<file path="src/rtl/fir_output_scaler.sv">
// fir_output_scaler
//
// Output stage of the 8x8 M9K FIR engine. It captures the 36-bit signed
// accumulator on each doneIn pulse and rounds it (round-half-toward-+inf). It
// then arithmetically shifts the value right by SHIFT and saturates it to an
// OUT_WIDTH signed sample. The sample is queued in a FIFO that drains through a
// valid/ready handshake.
//
// Pipeline: capture register -> round/shift register -> saturate + FIFO write.
// A doneIn in cycle N shows up at the FIFO head in cycle N+3 when the FIFO is
// empty.
//
// Optional feature (macro FIR_OUTPUT_SCALER_SAT_COUNT_EN):
//   defined   - satCountOut counts saturated samples and sticks at 0xFFFF.
//   undefined - no counter is built and satCountOut is tied to 0.
//
// Ports:
//   clkIn       - system clock, rising edge
//   nResetIn    - asynchronous active-low reset
//   doneIn      - one-cycle pulse, dataIn valid
//   dataIn      - 36-bit signed accumulator
//   clearIn     - synchronous flush of pipeline, FIFO, flags and counter
//   validOut    - FIFO head holds a sample
//   readyIn     - sink accepts the head when validOut && readyIn
//   dataOut     - FIFO head sample; holds the last head while validOut=0
//   fullOut     - FIFO holds FIFO_DEPTH entries
//   satOut      - sticky: a sample was clipped
//   droppedOut  - sticky: a sample was lost to a full FIFO
//   satCountOut - saturation event count (0 when the feature is disabled)

module fir_output_scaler #(
  parameter int unsigned SHIFT      = 15,
  parameter int unsigned OUT_WIDTH  = 16,
  parameter int unsigned FIFO_DEPTH = 4
) (
  input  logic                 clkIn,
  input  logic                 nResetIn,
  input  logic                 doneIn,
  input  logic [35:0]          dataIn,
  input  logic                 clearIn,
  output logic                 validOut,
  input  logic                 readyIn,
  output logic [OUT_WIDTH-1:0] dataOut,
  output logic                 fullOut,
  output logic                 satOut,
  output logic                 droppedOut,
  output logic [15:0]          satCountOut
);

  localparam int unsigned PtrW     = $clog2(FIFO_DEPTH);
  localparam int unsigned RoundBit = (SHIFT > 0) ? SHIFT - 1 : 0;

  localparam logic signed [36:0] RoundConst = (SHIFT > 0) ? (37'sd1 <<< RoundBit) : 37'sd0;
  localparam logic signed [36:0] SatMax     = (37'sd1 <<< (OUT_WIDTH - 1)) - 37'sd1;
  localparam logic signed [36:0] SatMin     = -(37'sd1 <<< (OUT_WIDTH - 1));

  localparam logic [OUT_WIDTH-1:0] PosClip  = {1'b0, {(OUT_WIDTH - 1){1'b1}}};
  localparam logic [OUT_WIDTH-1:0] NegClip  = {1'b1, {(OUT_WIDTH - 1){1'b0}}};
  localparam logic [PtrW:0]        DepthCnt = (PtrW + 1)'(FIFO_DEPTH);

  // ---------------------------------------------------------------------------
  // Stage 1: capture, stage 2: round and shift
  // ---------------------------------------------------------------------------
  logic                v1Q;
  logic [35:0]         d1Q;
  logic                v2Q;
  logic signed [36:0]  r2Q;
  logic signed [36:0]  extended;
  logic signed [36:0]  biased;
  logic signed [36:0]  roundedD;

  always_comb begin
    extended = {d1Q[35], d1Q};
    // 37 bits hold the 36-bit input plus the rounding bias without overflow
    biased   = extended + RoundConst;
    roundedD = biased >>> SHIFT;
  end

  always_ff @(posedge clkIn or negedge nResetIn) begin
    if (!nResetIn) begin
      v1Q <= 1'b0;
      d1Q <= '0;
      v2Q <= 1'b0;
      r2Q <= '0;
    end else if (clearIn) begin
      v1Q <= 1'b0;
      v2Q <= 1'b0;
    end else begin
      v1Q <= doneIn;
      if (doneIn) begin
        d1Q <= dataIn;
      end
      v2Q <= v1Q;
      if (v1Q) begin
        r2Q <= roundedD;
      end
    end
  end

  // ---------------------------------------------------------------------------
  // Stage 3: saturate (combinational, feeds the FIFO write port)
  // ---------------------------------------------------------------------------
  logic                 clipHi;
  logic                 clipLo;
  logic                 clip;
  logic [OUT_WIDTH-1:0] sample;

  always_comb begin
    clipHi = (r2Q > SatMax);
    clipLo = (r2Q < SatMin);
    clip   = clipHi | clipLo;
    if (clipHi) begin
      sample = PosClip;
    end else if (clipLo) begin
      sample = NegClip;
    end else begin
      sample = r2Q[OUT_WIDTH-1:0];
    end
  end

  // ---------------------------------------------------------------------------
  // Output FIFO
  // ---------------------------------------------------------------------------
  logic [OUT_WIDTH-1:0] mem [FIFO_DEPTH];
  logic [PtrW-1:0]      wrPtrQ, wrPtrD;
  logic [PtrW-1:0]      rdPtrQ, rdPtrD;
  logic [PtrW:0]        countQ, countD;
  logic [OUT_WIDTH-1:0] headQ, headD;
  logic                 isFull;
  logic                 popAcc;
  logic                 pushAcc;
  logic                 drop;
  logic                 satEvent;

  assign isFull   = (countQ == DepthCnt);
  assign popAcc   = (countQ != '0) && readyIn && !clearIn;
  assign pushAcc  = v2Q && !clearIn && (!isFull || popAcc);
  assign drop     = v2Q && !clearIn && isFull && !popAcc;
  assign satEvent = v2Q && clip && !clearIn;

  always_comb begin
    wrPtrD = wrPtrQ;
    rdPtrD = rdPtrQ;
    countD = countQ;
    headD  = headQ;
    if (clearIn) begin
      wrPtrD = '0;
      rdPtrD = '0;
      countD = '0;
    end else begin
      if (pushAcc) begin
        wrPtrD = wrPtrQ + PtrW'(1);
      end
      if (popAcc) begin
        rdPtrD = rdPtrQ + PtrW'(1);
      end
      case ({pushAcc, popAcc})
        2'b10:   countD = countQ + (PtrW + 1)'(1);
        2'b01:   countD = countQ - (PtrW + 1)'(1);
        default: countD = countQ;
      endcase
    end
    // The head is a register so dataOut keeps the last sample once the FIFO
    // drains. If the new head is the slot being written this cycle, it must
    // come from the write data rather than the array.
    if (countD != '0) begin
      if (pushAcc && (rdPtrD == wrPtrQ)) begin
        headD = sample;
      end else begin
        headD = mem[rdPtrD];
      end
    end
  end

  always_ff @(posedge clkIn) begin
    if (pushAcc) begin
      mem[wrPtrQ] <= sample;
    end
  end

  always_ff @(posedge clkIn or negedge nResetIn) begin
    if (!nResetIn) begin
      wrPtrQ <= '0;
      rdPtrQ <= '0;
      countQ <= '0;
      headQ  <= '0;
    end else begin
      wrPtrQ <= wrPtrD;
      rdPtrQ <= rdPtrD;
      countQ <= countD;
      headQ  <= headD;
    end
  end

  // ---------------------------------------------------------------------------
  // Sticky flags
  // ---------------------------------------------------------------------------
  logic satQ;
  logic droppedQ;

  always_ff @(posedge clkIn or negedge nResetIn) begin
    if (!nResetIn) begin
      satQ     <= 1'b0;
      droppedQ <= 1'b0;
    end else if (clearIn) begin
      satQ     <= 1'b0;
      droppedQ <= 1'b0;
    end else begin
      if (satEvent) begin
        satQ <= 1'b1;
      end
      if (drop) begin
        droppedQ <= 1'b1;
      end
    end
  end

`ifdef FIR_OUTPUT_SCALER_SAT_COUNT_EN
  logic [15:0] satCountQ;

  always_ff @(posedge clkIn or negedge nResetIn) begin
    if (!nResetIn) begin
      satCountQ <= '0;
    end else if (clearIn) begin
      satCountQ <= '0;
    end else if (satEvent && (satCountQ != 16'hFFFF)) begin
      satCountQ <= satCountQ + 16'd1;
    end
  end

  assign satCountOut = satCountQ;
`else
  assign satCountOut = '0;
`endif

  assign validOut   = (countQ != '0);
  assign fullOut    = isFull;
  assign dataOut    = headQ;
  assign satOut     = satQ;
  assign droppedOut = droppedQ;

endmodule

</file>
<file path="config.mk">
export PLATFORM = sky130hd
export DESIGN_NAME = fir_output_scaler
export DESIGN_NICKNAME = d
export VERILOG_FILES = /design/src/rtl/fir_output_scaler.sv
export SDC_FILE = /design/constraint.sdc
export NUM_CORES = 1
export LEC_CHECK = 0
export BUFFER_PORTS_ARGS = -buffer_cell sky130_fd_sc_hd__clkbuf_2
export CAP_MARGIN = 20
export CORE_MARGIN = 2
export CORE_UTILIZATION = 30
export DETAILED_ROUTE_END_ITERATION = 8
export GPL_ROUTABILITY_DRIVEN = 0
export GPL_TIMING_DRIVEN = 1
export PLACE_DENSITY = 0.55
export SLEW_MARGIN = 20
export SYNTH_ARGS = -nofsm -noshare
export SYNTH_HDL_FRONTEND = slang
export SYNTH_SLANG_ARGS = --single-unit
</file>
<file path="constraint.sdc">
create_clock -name clkIn -period 4.9 [get_ports clkIn]
set_input_delay 0.245 -clock clkIn [delete_from_list [all_inputs] [get_ports clkIn]]
set_output_delay 0.245 -clock clkIn [all_outputs]
set_load 0.05 [all_outputs]
</file>
==> key figures, run 1 <==
Layout
  – Fillcell total: 2017
  – Share of layout cells above drive strength 1: 17.8%
  – Diodes inserted: 0
  – Area Overhead vs Synth: 14.6%
  – Fin nets: 632
  – Post-Layout Cell Count: 867

Placement
  – HPWL Detailed: 8180 um
  – Inst Count DP: 836
  – Port Buffers: 46

GRT
  – Vias in the first global route: 4115
  – GR Util All Layers: 12.4%
  – First-pass GRT wire length: 21400 um
  – Antenna violations before repair: 0
  – Largest net degree at the start of global routing: 72
  – Grt ovf: 0

Logic synthesis
  – Gate Count Post-Synth: 556
  – Synth Area in Compound Gates: 11.2%
  – Xor-xnor portion of the synthesized cell area: 3.78%
  – Dominant cells by area after synthesis: edfxtp_1 (31%), dfrtp_1 (28%), nand2_1 (5.5%)
  – Mapped Area: 0.00626 sq mm
  – Seq cells post-synth: 135
  – Area share of the largest cell type after synthesis: 30.7%
  – Seq/Total Area, Yosys: 59.1%
  – Count of different cell masters after synthesis: 46
  – Mean area per synthesized cell: 11.3 sq um
  – Post-synth top area cell: edfxtp_1
  – Yosys Warn Count: 0
  – Largest family of logic cells by synthesized area: simple AND/OR/NAND/NOR gates
  – Post-synth EDFFs: 64
  – Simple-gate share of the synthesized area: 14.5%
  – Top-count cell post-synth: nand2_1
  – Multiplexer area fraction after synthesis: 4.30%
  – Post-synth ARST share: 52.6%
  – Most frequent cells after synthesis: nand2_1 (91), dfrtp_1 (71), edfxtp_1 (64)
  – Most used DFF post-synth: dfrtp_1
  – Adder-cell share of the synthesized area: 1.32%

Timing
  – Hold_ws: -28.2 ps
  – # setup viols final: 0
  – Hold Fails Final Rpt: 9
  – Setup TNS Final: 0 ps
  – Period utilisation layout: 65.0%
  – Worst relative slew slack: 30.1%
  – Max Freq: 314 MHz
  – Slew Viols, Final: 0
  – Tmin final: 3180 ps
  – Worst-Margin Slew: 1040 ps
  – Unrepaired setup endpoints after global routing: false
  – Final Skew: 8.80 ps

Critical path
  – Crit-path max FO: 20
  – Cell repeated most along the worst path: buf_4
  – Critical Path RT: 5150 ps
  – Worst path slowest cell: or2_1
  – Cells along the critical path: o311ai_2 -> xor2_1 -> buf_4 -> or2_1 -> buf_4 -> clkinv_2 -> nand2_1 -> a311o_1 -> a31oi_1
  – Worst R2R Start: countQ[2]
  – Slowest stage delay, CP: 570 ps
  – Critical path capture point type: flip-flop
  – Crit start category: flip-flop
  – Worst Path Arrival: 3430 ps
  – Worst-case reg-to-reg path depth: 9
  – WS Path Type: flip-flop to flip-flop
  – Critical path launch point: countQ[2]

Route
  – Pre-antenna DRT Iters: 5
  – Antenna viol nets, final: 0
  – DRC: 0
  – Avg WL per Cell: 14.7 um
  – Final WL: 12700 um
  – Vias post-DR: 4089
  – Initial DRC count: 233
  – Routed vias/inst: 4.72

CTS
  – Hold_buf cts: 0
  – Clk buf depth: 2
  – Clock latency on the worst-skew pair: 410 ps
  – Clk root buf: clkbuf_16
  – TritonCTS Buffers: 17
  – H-Tree Depth: 4
  – Post-CTS Repair Setup Buffers: 0
  – CTS resizes: 0
  – CTS Sinks: 135
  – CTS tree: yes
  – CTS clk-pin slew, worst paths: 50 ps

Status
  – Status: finished with violations
  – Failing checks: hold timing

Power
  – Static leakage: 2.73 nW
  – VDD IR-drop max: 0.271 mV
  – Pwr Density: 452 mW/mm^2

Job
  – Max Cap Viol: 0

Floorplanning
  – Die Width: 148 um
  – Row count: 52
  – Area of the core: 0.0204 sq mm
  – Effective utilization at floorplan: 30.7%
  – Num ports: 77
  – Die Area: 0.0220 sq mm
  – DIE HEIGHT: 148 um

Hold path
  – Hold WC Path Type: input pin to async pin
cells in the final DEF, fill, tap and decap left out, types with 17 or more instances in the layout:
master and count:
a31oi_1 17, nor2_1 49, dfrtp_1 71, o21ai_0 21
clkbuf_2 45, a21oi_1 19, edfxtp_1 64, nand2_1 91
mux2_2 23, clkbuf_16 18, a211oi_1 17
stage by stage:
stage	util [%]	cell area [sq um]	power [W]	setup slack, ps	hold WS, ps
after CTS	35.2	7170	0.00327	1660	20.7
after global placement	32.4	6600	0.00202	1720	446
after floorplan	-	6310	0.00188	1900	-50.6
after detailed placement	32.4	6600	0.00204	1670	459
final	35.2	7170	0.00324	1720	-28.2
after global routing	35.2	7170	0.00341	1490	45.7
sequential cells by signal, summed over array words and instances, names as in the netlist, 2 cells and up:
| register | flops |
|---|---|
| r2Q | 22 |
| d1Q | 22 |
| dataOut | 16 |
| countQ | 3 |
| rdPtrQ | 2 |
| mem | 64 |
| wrPtrQ | 2 |
critical path, delay by kind of cell (launching register included):
kind | cells | cell delay, ps
AO/OA/AOI/OAI | 3 | 640
XOR/XNOR | 1 | 180
buffers and inverters | 3 | 960
flip-flops | 1 | 490
AND/OR/NAND/NOR | 2 | 730
routing by layer:
metal	wire length (um)	track usage [%]	part of all wire (%)
met5	0	0	0
met4	104	3.52	0.82
met3	593	3.90	4.7
met2	5930	20.1	47
met1	6080	16.2	48
cells by family after synthesis:
family                   after synthesis
buffers and inverters                 64
other                                  1
multiplexers                          24
XOR/XNOR                              27
flip-flops                           135
adder cells (fa/ha/maj)                6
AND/OR/NAND/NOR                      198
AO/OA/AOI/OAI                        101
path summary, 6_finish.rpt:
check                                    to  slack (ps)
worst max-delay path            dataOut[15]        1720
worst min-delay path                d1Q[21]         -30
worst max register to register  dataOut[15]        1720
worst min register to register      r2Q[16]         510
max in group asynchronous        dataOut[2]        4320
min in group clkIn                  d1Q[26]          70
layout make-up:
class	count	area, sq um	share of cell area, %
Sequential cell	135	3700	51.6
Multi-Input combinational cell	372	2260	31.5
Clock buffer	29	542	7.55
Tap cell	270	338	4.71
Timing Repair Buffer	51	270	3.77
Clock inverter	2	35.0	0.488
Inverter	8	31.3	0.436
power breakdown:
part / switching, W / total (W) / internal (W) / leakage, nW
sequential: 0.000104 / 0.00146 / 0.00135 / 1.43
clock: 0.000438 / 0.00123 / 0.000794 / 0.283
combinational: 0.000399 / 0.000554 / 0.000155 / 1.01
total: 0.000941 / 0.00324 / 0.00230 / 2.73
No activity file was read; power rests on OpenSTA's default activity.
==> run 2: changes to the inputs <==
PLACE_DENSITY = 0.56   (was 0.55)
clock period = 2.8 ns   (was 4.9 ns; I/O delays follow)
==> run 2 against run 1 <==
Net effect: the run now ends clean; fmax increased by 21%; first-iteration DRC count increased by 26%; via count grew 3.1%; cell area increased by 4.4%; routed wire length increased by 3.0%; clock power increased by 65%; global-route usage about the same; final cell count rose by 4.5%; combinational power grew 82%; die area is the same; flip-flop and latch count is the same.
==> key figures, run 2 (same netlist as run 1, synthesis figures left out) <==
Floorplanning
  – Num ports: 77
  – Row count: 52
  – Die Width: 148 um
  – Area of the core: 0.0204 sq mm
  – Die Area: 0.0220 sq mm
  – Effective utilization at floorplan: 30.7%
  – DIE HEIGHT: 148 um

Placement
  – Port Buffers: 46
  – Inst Count DP: 851
  – HPWL Detailed: 8300 um

GRT
  – GR Util All Layers: 12.4%
  – Largest net degree at the start of global routing: 72
  – Vias in the first global route: 4134
  – Antenna violations before repair: 0
  – First-pass GRT wire length: 21400 um
  – Grt ovf: 0

Critical path
  – WS Path Type: flip-flop to flip-flop
  – Critical path capture point type: flip-flop
  – Crit start category: flip-flop
  – Worst reg2reg path endpoint: dataOut[8]
  – Worst R2R Start: countQ[2]
  – Worst-case reg-to-reg path depth: 9
  – Critical Path RT: 3120 ps
  – Crit-path max FO: 32
  – End point of the critical path: dataOut[8]
  – Worst Path Arrival: 2950 ps
  – FF-to-FF setup slack: 180 ps
  – Critical path launch point: countQ[2]

Layout
  – Share of layout cells above drive strength 1: 18.9%
  – Max FFs per register: 64
  – Fin nets: 670
  – Fillcell total: 1981
  – Diodes inserted: 0
  – Commonest non-fill, non-tap cells in the layout: nand2_1 (91), dfrtp_1 (71), edfxtp_1 (64), nor2_1 (49), clkbuf_2 (45)
  – Post-Layout Cell Count: 906
  – Area Overhead vs Synth: 19.6%
  – Most common cell after layout, fill and taps aside: nand2_1
  – Regs by FF count: mem: 64 flops, d1Q: 22 flops, r2Q: 22 flops
  – Biggest register: mem

Hold path
  – Hold WC Path Type: input pin to flip-flop

Timing
  – Setup TNS Final: 0 ps
  – Period utilisation layout: 93.7%
  – Unrepaired setup endpoints after global routing: false
  – Hold Fails Final Rpt: 0
  – Hold_ws: 222 ps
  – Tmin final: 2620 ps
  – Max Freq: 381 MHz
  – Slew Viols, Final: 0
  – # setup viols final: 0
  – Worst-Margin Slew: 955 ps
  – Final Skew: 7.45 ps
  – Worst relative slew slack: 36.3%

Route
  – Avg WL per Cell: 14.4 um
  – Pre-antenna DRT Iters: 4
  – Final WL: 13100 um
  – Antenna viol nets, final: 0
  – Routed vias/inst: 4.65
  – Vias post-DR: 4214
  – Initial DRC count: 293
  – DRC: 0

Job
  – Max Cap Viol: 0

CTS
  – Clk root buf: clkbuf_16
  – H-Tree Depth: 4
  – Clk buf depth: 2
  – CTS Sinks: 135
  – CTS tree: yes
  – Post-CTS Repair Setup Buffers: 0
  – TritonCTS Buffers: 17
  – CTS resizes: 0
  – CTS clk-pin slew, worst paths: 60 ps
  – Clock latency on the worst-skew pair: 410 ps

Status
  – Status: finished clean

Power
  – Static leakage: 2.88 nW
  – Pwr Density: 747 mW/mm^2
  – VDD IR-drop max: 0.458 mV
==> run 2: changes by cell type in the layout (fill, tap and decap cells not counted), sizes merged <==
| cell | before | now |
|---|---|---|
| clkinv | 2 | 5 |
| clkbuf | 74 | 72 |
| buf | 6 | 21 |
| dlygate4sd3 | 0 | 23 |
==> run 2: metrics by stage <==
step / cell area, sq um / setup WS (ps) / total power (W) / utilization [%]
after floorplan: 6320 / 14.1 / 0.00330 / -
after global placement: 6720 / 292 / 0.00355 / 33.0
after detailed placement: 6720 / 185 / 0.00359 / 33.0
after CTS: 7480 / 168 / 0.00565 / 36.8
after global routing: 7480 / 34.0 / 0.00584 / 36.8
final: 7480 / 178 / 0.00559 / 36.8
==> run 2: where the power goes <==
group | internal, W | leakage, nW | switching [W]
combinational | 0.000303 | 1.19 | 0.000712
clock | 0.00126 | 0.261 | 0.000769
sequential | 0.00237 | 1.43 | 0.000179
total | 0.00393 | 2.88 | 0.00166
==> run 2: cell type report <==
type / count / area [sq um] / share of cell area, %
tap: 270 / 338 / 4.51
inverter: 8 / 31.3 / 0.418
sequential: 135 / 3700 / 49.4
clock inverter: 5 / 48.8 / 0.652
clock buffer: 27 / 483 / 6.45
multi-input combinational: 372 / 2260 / 30.2
timing repair buffer: 89 / 623 / 8.32
==> run 2: critical path: stages (launching register included) <==
cell and delay [ps]:
dfrtp_1 380, or3_4 390, nor3b_1 160, fa_1 400, o32a_1 360, o221ai_1 230, o21ba_2 220, buf_12 190
nor2_1 60, a31oi_1 150
==> run 2: how the worst min path moves through the flow <==
stage	slack, ps	to	start	cells after the start
6_report	220	droppedOut	readyIn	4
2_1_floorplan	-160	countQ[0]	nResetIn	0
4_1_cts	200	droppedOut	readyIn	4
5_1_grt	220	droppedOut	readyIn	4
3_5_place_dp	370	d1Q[28]	dataIn[28]	2
3_3_place_gp	370	d1Q[35]	dataIn[35]	2
==> run 2: repair_timing <==
item	CTS	global route
hold buffers	23	0
setup endpoints to repair	0	0
hold endpoints to repair	24	0
==> run 2: per-layer routing <==
| layer | vias to the layer above | part of all wire (%) | global-route usage [%] |
|---|---|---|---|
| met5 | - | 0 | 0 |
| met4 | 0 | 0.70 | 2.86 |
| met3 | 7 | 4.3 | 3.62 |
| met2 | 85 | 47 | 20.1 |
| met1 | 2035 | 48 | 16.6 |
| li1 | 2087 | - | - |
==> run 3: changes to the inputs <==
==> constraint.sdc (replaced) <==
create_clock -name clkIn -period 2.8 [get_ports clkIn]
set_input_delay 0.42 -clock clkIn [delete_from_list [all_inputs] [get_ports clkIn]]
set_output_delay 0.42 -clock clkIn [all_outputs]
set_load 0.05 [all_outputs]
==> run 3 against run 2 <==
Net effect: critical path depth did not move; total power rose by 1.3%; setup slack got worse by 69 ps.
==> key figures, run 3 (same netlist as run 1, synthesis figures left out) <==
Floorplanning
  – Die Width: 148 um
  – Area of the core: 0.0204 sq mm
  – Die Area: 0.0220 sq mm
  – Num ports: 77
  – Row count: 52
  – DIE HEIGHT: 148 um
  – Effective utilization at floorplan: 30.7%

Layout
  – Storage element area: 0.00370 sq mm
  – Most common cell after layout, fill and taps aside: nand2_1
  – Share of layout cells above drive strength 1: 21.0%
  – Final Instance Area: 0.00731 sq mm
  – Multi-input gate area: 0.00227 sq mm
  – Commonest non-fill, non-tap cells in the layout: nand2_1 (91), dfrtp_1 (71), edfxtp_1 (64), nor2_1 (49), clkbuf_2 (45)
  – Area Overhead vs Synth: 16.8%
  – Regs by FF count: mem: 64 flops, d1Q: 22 flops, r2Q: 22 flops
  – Max FFs per register: 64
  – Diodes inserted: 0
  – Fin nets: 647
  – Biggest register: mem
  – Fillcell total: 1969

Critical path
  – Critical Path RT: 3130 ps
  – WS Path Type: flip-flop to flip-flop
  – Crit-path max FO: 32
  – Cells along the critical path: or3_4 -> nor3b_1 -> fa_1 -> o32a_1 -> o221ai_2 -> o21ba_2 -> buf_12 -> nor2_1 -> a31oi_1
  – Critical path capture point type: flip-flop
  – Worst R2R Start: countQ[2]
  – Worst path slowest cell: or3_4
  – CP delay by family, top: compound AO/OA/AOI/OAI gates
  – FF-to-FF setup slack: 110 ps
  – Worst reg2reg path endpoint: dataOut[9]
  – Worst Path Arrival: 3020 ps
  – Worst-case reg-to-reg path depth: 9
  – Slowest stage delay, CP: 410 ps
  – CP Buf/Inv Count: 1
  – Crit start category: flip-flop

CTS
  – H-Tree Depth: 4
  – CTS Sinks: 135
  – CTS clk-pin slew, worst paths: 60 ps
  – TritonCTS Buffers: 17
  – Clk buf depth: 2
  – Clock latency on the worst-skew pair: 420 ps
  – Clk root buf: clkbuf_16
  – CTS tree: yes

Route
  – Routed vias/inst: 4.65
  – Final WL: 13100 um
  – Antenna viol nets, final: 0
  – Avg WL per Cell: 14.8 um
  – DRC: 0
  – Initial DRC count: 206
  – Pre-antenna DRT Iters: 5
  – Vias post-DR: 4110

GRT
  – Antenna violations before repair: 0
  – GR Util All Layers: 12.7%
  – Vias in the first global route: 4066
  – Busiest layer in global routing: met2
  – Grt ovf: 0
  – Largest net degree at the start of global routing: 34
  – Met2 usage in global routing: 20.1%
  – Met3 Use GR: 4.33%
  – First-pass GRT wire length: 21400 um
  – Met1 usage: 16.5%

Timing
  – Max Freq: 372 MHz
  – Final Skew: 10.4 ps
  – Worst-Margin Slew: 697 ps
  – Period utilisation layout: 96.1%
  – # setup viols final: 0
  – Worst relative slew slack: 53.6%
  – Tmin final: 2690 ps
  – Hold Fails Final Rpt: 0
  – Unrepaired setup endpoints after global routing: false
  – Setup TNS Final: 0 ps
  – Slew Viols, Final: 0

Power
  – Switching power: 0.00168 W
  – VDD IR-drop max: 0.448 mV
  – Pwr Density: 774 mW/mm^2
  – Net Sw Frac: 29.7%
  – Combinational share of power: 17.6%
  – Share of total power in the clock network: 37.5%
  – Seq pwr share: 45.0%
  – P_int: 0.00398 W
  – Static leakage: 2.82 nW

Placement
  – Port Buffers: 46
  – HPWL Detailed: 8560 um
  – Placed inst area: 0.00674 sq mm

Job
  – Max Cap Viol: 0

Status
  – Status: finished clean

Hold path
  – Hold WC Path Type: input pin to async pin
[run 3: cell count changes in the layout (fill, tap and decap cells not counted), sizes merged]
cell,before,now
clkbuf,72,68
inv,7,8
dlygate4sd3,23,0
clkinv,5,8
[run 3: routing by layer]
layer / share of wire, % / up-vias
met5: 0 / -
met4: 0.97 / 0
met3: 4.5 / 10
met2: 46 / 112
met1: 48 / 1954
li1: - / 2034
[run 3: layout make-up]
class | instances | share of cell area, %
repair buffers | 66 | 5.55
clock buffers | 23 | 6.81
inverters | 8 | 0.428
multi-input cells | 372 | 31.0
clock inverters | 9 | 0.976
well taps | 270 | 4.62
flip-flops and latches | 135 | 50.6
[run 3: metrics by stage]
stage / std cells / power [W] / hold WS [ps] / worst slack, ps / utilization (%)
global route: 883 / 0.00594 / 81.0 / 33.2 / 35.9
detailed placement: 851 / 0.00359 / 496 / 115 / 33.1
global placement: 851 / 0.00355 / 489 / 272 / 33.1
CTS: 883 / 0.00573 / 50.1 / 54.2 / 35.9
finish: 883 / 0.00566 / 49.6 / 109 / 35.9
floorplan: 571 / 0.00330 / 124 / 14.1 / -
[run 3: power groups by stage]
stage | Combinational [W] | Clock (W) | Sequential [W]
finish | 0.000995 | 0.00212 | 0.00255
global route | 0.00109 | 0.00227 | 0.00258
CTS | 0.00101 | 0.00217 | 0.00255
detailed placement | 0.00100 | 0 | 0.00259
global placement | 0.000973 | 0 | 0.00258
floorplan | 0.000488 | 0 | 0.00281
[run 3: timing repair]
item                       in CTS  in global routing
setup buffers                   0                  0
gates resized for setup         0                  1
hold buffers                    0                  0
setup endpoints to repair       0                 16
[run 3: worst register-to-register path, stage by stage, from the launching register on]
cell	delay [ps]
dfrtp_1	370
or3_4	410
nor3b_1	170
fa_1	410
o32a_1	370
o221ai_2	220
o21ba_2	220
buf_12	190
nor2_1	70
a31oi_1	170
[run 3: worst max-delay path by stage]
stage,start,end,slack [ps],depth (start not counted)
after floorplan,countQ[0],dataOut[10],10,9
after global placement,countQ[2],dataOut[2],270,9
after detailed placement,countQ[2],dataOut[9],110,9
after CTS,countQ[2],dataOut[9],50,9
after global routing,countQ[2],dataOut[5],30,9
final,countQ[2],dataOut[9],110,9
